File: config.mk
export PLATFORM = sky130hd
export DESIGN_NAME = sdram_port_arbiter
export DESIGN_NICKNAME = d
export VERILOG_FILES = /design/src/rtl/sdram_port_arbiter.sv
export SDC_FILE = /design/constraint.sdc
export NUM_CORES = 1
export LEC_CHECK = 0
export ABC_CLOCK_PERIOD_IN_PS = 2900
export BUFFER_PORTS_ARGS = -buffer_cell sky130_fd_sc_hd__buf_2
export CAP_MARGIN = 20
export CORE_AREA = 2 2 110 112
export DETAILED_ROUTE_END_ITERATION = 12
export DIE_AREA = 0 0 112 114
export PLACE_DENSITY = 0.73
export SLEW_MARGIN = 15
export SYNTH_ARGS = -nofsm -noshare
export SYNTH_HDL_FRONTEND = slang
export SYNTH_SLANG_ARGS = --single-unit
File: constraint.sdc
create_clock -name clk -period 2.9 [get_ports clk]
set_input_delay 0.435 -clock clk [delete_from_list [all_inputs] [get_ports clk]]
set_output_delay 0.435 -clock clk [all_outputs]
set_load 0.005 [all_outputs]
File: src/rtl/sdram_port_arbiter.sv
// sdram_port_arbiter: shares one SDRAM controller port between two bus masters.
// Round-robin grant, registered request latch, zero-latency completion return, watchdog.
module sdram_port_arbiter #(
  parameter int unsigned ADDR_W         = 24,
  parameter int unsigned TIMEOUT_CYCLES = 4096
) (
  input  logic              clk,
  input  logic              resetn,

  input  logic              p0_valid,
  input  logic [ADDR_W-1:0] p0_addr,
  input  logic [31:0]       p0_wdata,
  input  logic [3:0]        p0_wstrb,
  output logic              p0_ready,
  output logic [31:0]       p0_rdata,

  input  logic              p1_valid,
  input  logic [ADDR_W-1:0] p1_addr,
  input  logic [31:0]       p1_wdata,
  input  logic [3:0]        p1_wstrb,
  output logic              p1_ready,
  output logic [31:0]       p1_rdata,

  output logic              mem_valid,
  output logic [ADDR_W-1:0] mem_addr,
  output logic [31:0]       mem_wdata,
  output logic [3:0]        mem_wstrb,
  input  logic              mem_ready,
  input  logic [31:0]       mem_rdata,

  output logic [1:0]        grant,
  output logic              timeout_err
);

  localparam logic [1:0]  ST_IDLE   = 2'd0;
  localparam logic [1:0]  ST_BUSY   = 2'd1;
  localparam logic [1:0]  ST_TURN   = 2'd2;
  localparam logic [15:0] TIMEOUT_V = 16'(TIMEOUT_CYCLES);
  localparam logic        WDOG_EN   = (TIMEOUT_CYCLES != 0);

  logic [1:0]        state_q, state_d;
  logic              last_q, last_d;
  logic [1:0]        grant_q, grant_d;
  logic              mem_valid_q, mem_valid_d;
  logic [ADDR_W-1:0] addr_q, addr_d;
  logic [31:0]       wdata_q, wdata_d;
  logic [3:0]        wstrb_q, wstrb_d;
  logic [15:0]       wdog_q, wdog_d;

  logic any_req;
  logic sel_p1;
  logic busy;
  logic done_mem;
  logic done_wdog;
  logic done;

  // Port 1 wins when alone, or in contention when port 0 was served last.
  assign any_req   = p0_valid | p1_valid;
  assign sel_p1    = p1_valid & (~p0_valid | ~last_q);
  assign busy      = (state_q == ST_BUSY);
  assign done_mem  = busy & mem_ready;
  assign done_wdog = WDOG_EN & busy & ~mem_ready & (wdog_q == TIMEOUT_V);
  assign done      = done_mem | done_wdog;

  always_comb begin
    state_d     = state_q;
    last_d      = last_q;
    grant_d     = grant_q;
    mem_valid_d = mem_valid_q;
    addr_d      = addr_q;
    wdata_d     = wdata_q;
    wstrb_d     = wstrb_q;
    wdog_d      = wdog_q;
    case (state_q)
      ST_IDLE: begin
        if (any_req) begin
          state_d     = ST_BUSY;
          mem_valid_d = 1'b1;
          grant_d     = sel_p1 ? 2'b10 : 2'b01;
          addr_d      = sel_p1 ? p1_addr  : p0_addr;
          wdata_d     = sel_p1 ? p1_wdata : p0_wdata;
          wstrb_d     = sel_p1 ? p1_wstrb : p0_wstrb;
          wdog_d      = 16'd0;
        end
      end
      ST_BUSY: begin
        if (done) begin
          state_d     = ST_TURN;
          mem_valid_d = 1'b0;
          grant_d     = 2'b00;
          last_d      = grant_q[1];
        end else if (WDOG_EN) begin
          wdog_d = wdog_q + 16'd1;
        end
      end
      ST_TURN: begin
        state_d = ST_IDLE;
      end
      default: begin
        state_d     = ST_IDLE;
        mem_valid_d = 1'b0;
        grant_d     = 2'b00;
      end
    endcase
  end

  always_ff @(posedge clk or negedge resetn) begin
    if (!resetn) begin
      state_q     <= ST_IDLE;
      last_q      <= 1'b1;
      grant_q     <= 2'b00;
      mem_valid_q <= 1'b0;
      addr_q      <= '0;
      wdata_q     <= 32'h0;
      wstrb_q     <= 4'h0;
      wdog_q      <= 16'd0;
    end else begin
      state_q     <= state_d;
      last_q      <= last_d;
      grant_q     <= grant_d;
      mem_valid_q <= mem_valid_d;
      addr_q      <= addr_d;
      wdata_q     <= wdata_d;
      wstrb_q     <= wstrb_d;
      wdog_q      <= wdog_d;
    end
  end

  // Completion returns in the same cycle; a watchdog exit carries zero data.
  assign p0_ready    = done & grant_q[0];
  assign p1_ready    = done & grant_q[1];
  assign p0_rdata    = (done_mem & grant_q[0]) ? mem_rdata : 32'h0;
  assign p1_rdata    = (done_mem & grant_q[1]) ? mem_rdata : 32'h0;
  assign timeout_err = done_wdog;

  assign mem_valid = mem_valid_q;
  assign mem_addr  = addr_q;
  assign mem_wdata = wdata_q;
  assign mem_wstrb = wstrb_q;
  assign grant     = grant_q;

endmodule

After elaboration in Yosys (flattened, before gate mapping) --
Cells that the tools add are included.
Word-level totals: output and inout bits 130, logic and storage cells 55, register bits after elaboration 82, bits of input ports 157
Operators by class: bitwise gates (word level) 15, $add $sub $neg 1, multiplexer cells 18, reductions and logical operators 7, eq/ne operators 6
Operator list (count):
- $mux 32 | 3
- $mux 16 | 2
- $pmux 16 s2 | 1
- $mux 24 | 1
- $add 16x1->16 const B | 1
- $eq 16x13->1 const B | 1
- $mux 2 | 5
- $and 1x1->1 | 8
- $pmux 2 s3 | 1
- $reduce_and 2->1 | 3
- $reduce_and 3->1 | 2
- $mux 4 | 1
- $ne 2x2->1 const B | 2
- $not 1->1 | 4
- $pmux 2 s2 | 1
- $or 1x1->1 | 3
- $pmux 1 s3 | 1
- $eq 2x1->1 const B | 1
- $eq 2x2->1 const B | 1
- $logic_not 2->1 | 1
- $mux 1 | 2
- $ne 2x1->1 const B | 1
- $reduce_bool 2->1 | 1

Logic depth before layout (Yosys ltp) --
depth in word-level cells 6, depth in mapped cells 8, mapped depth without buffers 7

Worst setup path after synthesis --
No wires, ideal clock.
kind reg2out, start register wdog_q[0], end output p0_ready, arrival 1411 ps, path slack 1054 ps, buffers on the path 0, required time 2465 ps, stages on the path, launching flop included 7, path through dfrtp_1 > inv_1 > ha_1 > nor4b_2 > nand4_2 > a21oi_1 > and2_1
On the way: cells in the longest elaborated chain, start to end 4
Ends and longest elaborated chain:
- from (decl) | line 48 | logic [15:0] wdog_q, wdog_d;
- from (signal assigned) | line 125 | wdog_q <= wdog_d;
- $eq 16x13->1 | line 62 | assign done_wdog = WDOG_EN & busy & ~mem_ready & (wdog_q == TIMEOUT_V);
- $and 1x1->1 | line 62
- $or 1x1->1 | line 63 | assign done = done_mem | done_wdog;
- $and 1x1->1 | line 130 | assign p0_ready = done & grant_q[0];
- to (decl) | line 14 | output logic p0_ready,
Every way passes these cells.

Worst setup path in the final report --
start register state_q[0], end output p1_rdata[30]
On the way: cells in the longest elaborated chain, start to end 4
Ends and longest elaborated chain:
- from (decl) | line 41 | logic [1:0] state_q, state_d;
- from (signal assigned) | line 118 | state_q <= state_d;
- $eq 2x1->1 | line 60 | assign busy = (state_q == ST_BUSY);
- $and 1x1->1 | line 61 | assign done_mem = busy & mem_ready;
- $and 1x1->1 | line 133 | assign p1_rdata = (done_mem & grant_q[1]) ? mem_rdata : 32'h0;
- $mux 32 | line 133
- to (decl) | line 22 | output logic [31:0] p1_rdata,
Every way passes these cells.

==> results.yml <==
pwr:
  totalPowerFinal_mw: 4.75
  p_per_area_nw_per_um2: 756
  leakage_nw: 3.47
  irDropWorstVdd_uv: 387
status:
  status: "complete, no violations"
critical_path:
  crit_start: "state_q[0]"
  ff2ff_path_depth: 6
  reg2reg_to: "wdog_q[6]"
  critPathSlowestCell: "and3_1"
  cp.arrival_ns: 2.16
  r2r_slack_ns: 0.96
  crit_fanout: 32
  crit_chain: "nor2b_1 -> and3_1 -> and2_1 -> buf_2"
  r2r-start: "state_q[0]"
  worst_ep_required_time_ns: 2.47
  crit_path_max_incr_delay_ns: 0.72
  critPathKind: "reg2out"
  endpoint_kind: "output port"
  critPathLaunchType: "flop"
  cp_top_family: "simple AND/OR/NAND/NOR gates"
  crit_buf_inv: 1
layout:
  area_delta_synth_final_pct: 43.7
  final_util: 0.536
  layout_common_cells: "285 x buf_2, 81 x dfrtp_1, 67 x and2_1, 67 x nand2_1, 66 x o21ai_0"
  final_nets: 897
  mostFrequentLayoutCell: "buf_2"
  fillers: 1080
  final_cells: 890
  layout-drive-gt1-share: 0.429
  final_area_sq_um: 6280
  diodes: 0
route:
  wirelength_mm: 12.8
  drtIter0Drc: 104
  dr.pass1.iters: 5
  viasPerCell: 4.82
  wire_per_inst_um: 14.4
  ant_nets: 0
  via_count: 4291
  drc: 0
clock_tree:
  cts-root-buf: "clkbuf_16"
  cts_tree: "built"
  ctsHoldBuffers: 0
  ctsHtreeMaxLevel: 3
  clk_pin_slew_ns: 0.06
  cts-resized-gates: 0
  cts_buffers: 9
  cts_sinks: 82
  cts.path.max_buffers: 2
  post_cts_buffers: 0
  clock_latency_ns: 0.33
timing:
  hold_viol: 0
  setup_ws_ns: 0.309
  setup_violations: 0
  setup_tns_ns: 0
  fin_crit_ns: 2.59
  tightest_slew_ns: 0.803
  slew_violations: 0
  rsz0062_at_grt: "false"
  slew_headroom: 0.465
  fmax_mhz: 386
  min_period_over_period: 0.894
  clock_skew_ns: 0.00403
  hold_slack_ns: 0.0352
synthesis:
  ys.warnings.count: 0
  synth_seq_cells: 82
  syn_area_per_cell_sq_um: 9.39
  synth_area_leaders: "dfrtp_1 46%, mux2i_1 14%, and2_1 9.6%"
  syn_nets: 624
  syn_inst: 465
  netlist.top_cell.by_area: "dfrtp_1"
  synth_top_area_share: 0.464
  yosysSeqAreaShare: 0.470
  synth_cell_types: 42
  syn_area_sq_um: 4370
global_routing:
  grt_pass1_wl_mm: 19.7
  antenna_found_initial: 0
  grt_pass1_vias: 3992
  overflow: 0
  grt_start_max_net_pins: 83
  grt_use_total: 0.194
place:
  gp_congestion: 0.840
  placed_cells: 873
  portBuffers: 286
  place_hpwl_mm: 10.0
  place_ws_ns: 0.651
  dpl_cell_area_sq_um: 5910
floorplanning:
  die_h_um: 114
  core_area_sq_um: 11700
  ioPinCount: 287
  rows: 40
  die_w_um: 112
  start_util: 0.373
  die_area_sq_um: 12800
run:
  drv_cap: 0
worst_hold_path:
  hp-class: "in2async"
[cell families after synthesis]
| family | count (synthesis) | share of synthesized area |
|---|---|---|
| and+or+nand+nor | 190 | 0.227 |
| AOI/OAI and AO/OA | 91 | 0.116 |
| xor gates and xnor gates | 4 | 0.00802 |
| adders and majority gates | 2 | 0.00573 |
| buffers and inverters | 35 | 0.0327 |
| DFF | 82 | 0.470 |
| muxes | 61 | 0.140 |
[worst reg2reg max path, stage by stage, from the launching register on]
cell and delay, ns:
dfrtp_1 0.45, nor3_1 0.10, a211oi_2 0.44, o31ai_2 0.13
buf_4 0.20, or4_1 0.47, nand2_1 0.08
[metal layers]
metal | global-route usage | vias to the layer above | share of wire
met4 | 0.0935 | 0 | 0.030
met2 | 0.356 | 195 | 0.51
met1 | 0.218 | 1939 | 0.39
li1 | - | 2135 | -
met5 | 0 | - | 0
met3 | 0.0377 | 22 | 0.070
[synthesized netlist by cell type]
library cell,instances
a211oi_2,1
a21boi_0,1
a21o_1,1
a21oi_1,4
a31oi_1,2
and2_1,67
and3_1,4
buf_2,6
buf_4,1
clkbuf_1,23
dfrtp_1,81
dfstp_2,1
ha_1,2
inv_1,4
inv_2,1
mux2_2,1
mux2i_1,60
nand2_1,67
nand2b_1,4
nand3_1,13
nand4_1,2
nand4_2,1
nor2_1,17
nor2b_1,1
nor3_1,5
nor3_2,1
nor4_1,1
nor4_2,1
nor4b_2,2
o211ai_1,1
o21ai_0,66
o21ai_1,5
o21bai_1,1
o311ai_0,1
o311ai_1,1
o31a_1,1
o31ai_1,4
o31ai_2,1
o41ai_1,1
or3_1,3
or4_1,1
xor2_1,4
[flip-flops by register name, indices dropped and copies added (netlist names)]
signal and cells:
mem_wstrb 4, grant 2, mem_valid 1, wdog_q 16, mem_wdata 32, state_q 2, mem_addr 24, last_q 1
[how the worst max path moves through the flow]
stage	to	slack (ns)	cells past startpoint
after floorplan	p0_ready	1.05	6
after global placement	p1_rdata[30]	0.68	4
after detailed placement	p1_rdata[30]	0.65	4
after CTS	p1_rdata[30]	0.29	4
after global routing	p1_rdata[30]	0.11	4
final	p1_rdata[30]	0.31	4
[power by group]
| part | switching (mW) | internal, mW |
|---|---|---|
| Clock | 0.442 | 0.837 |
| Combinational | 0.847 | 0.739 |
| Sequential | 0.270 | 1.61 |
| Total | 1.56 | 3.19 |
[cell type report]
type | instances | area (sq um) | area share
Sequential cell | 82 | 2050 | 0.327
Tap cell | 147 | 184 | 0.0293
Timing Repair Buffer | 292 | 1500 | 0.239
Inverter | 5 | 18.8 | 0.00299
Clock inverter | 6 | 105 | 0.0167
Clock buffer | 10 | 229 | 0.0365
Multi-Input combinational cell | 348 | 2190 | 0.348
Power figures use the tool's default switching activity.
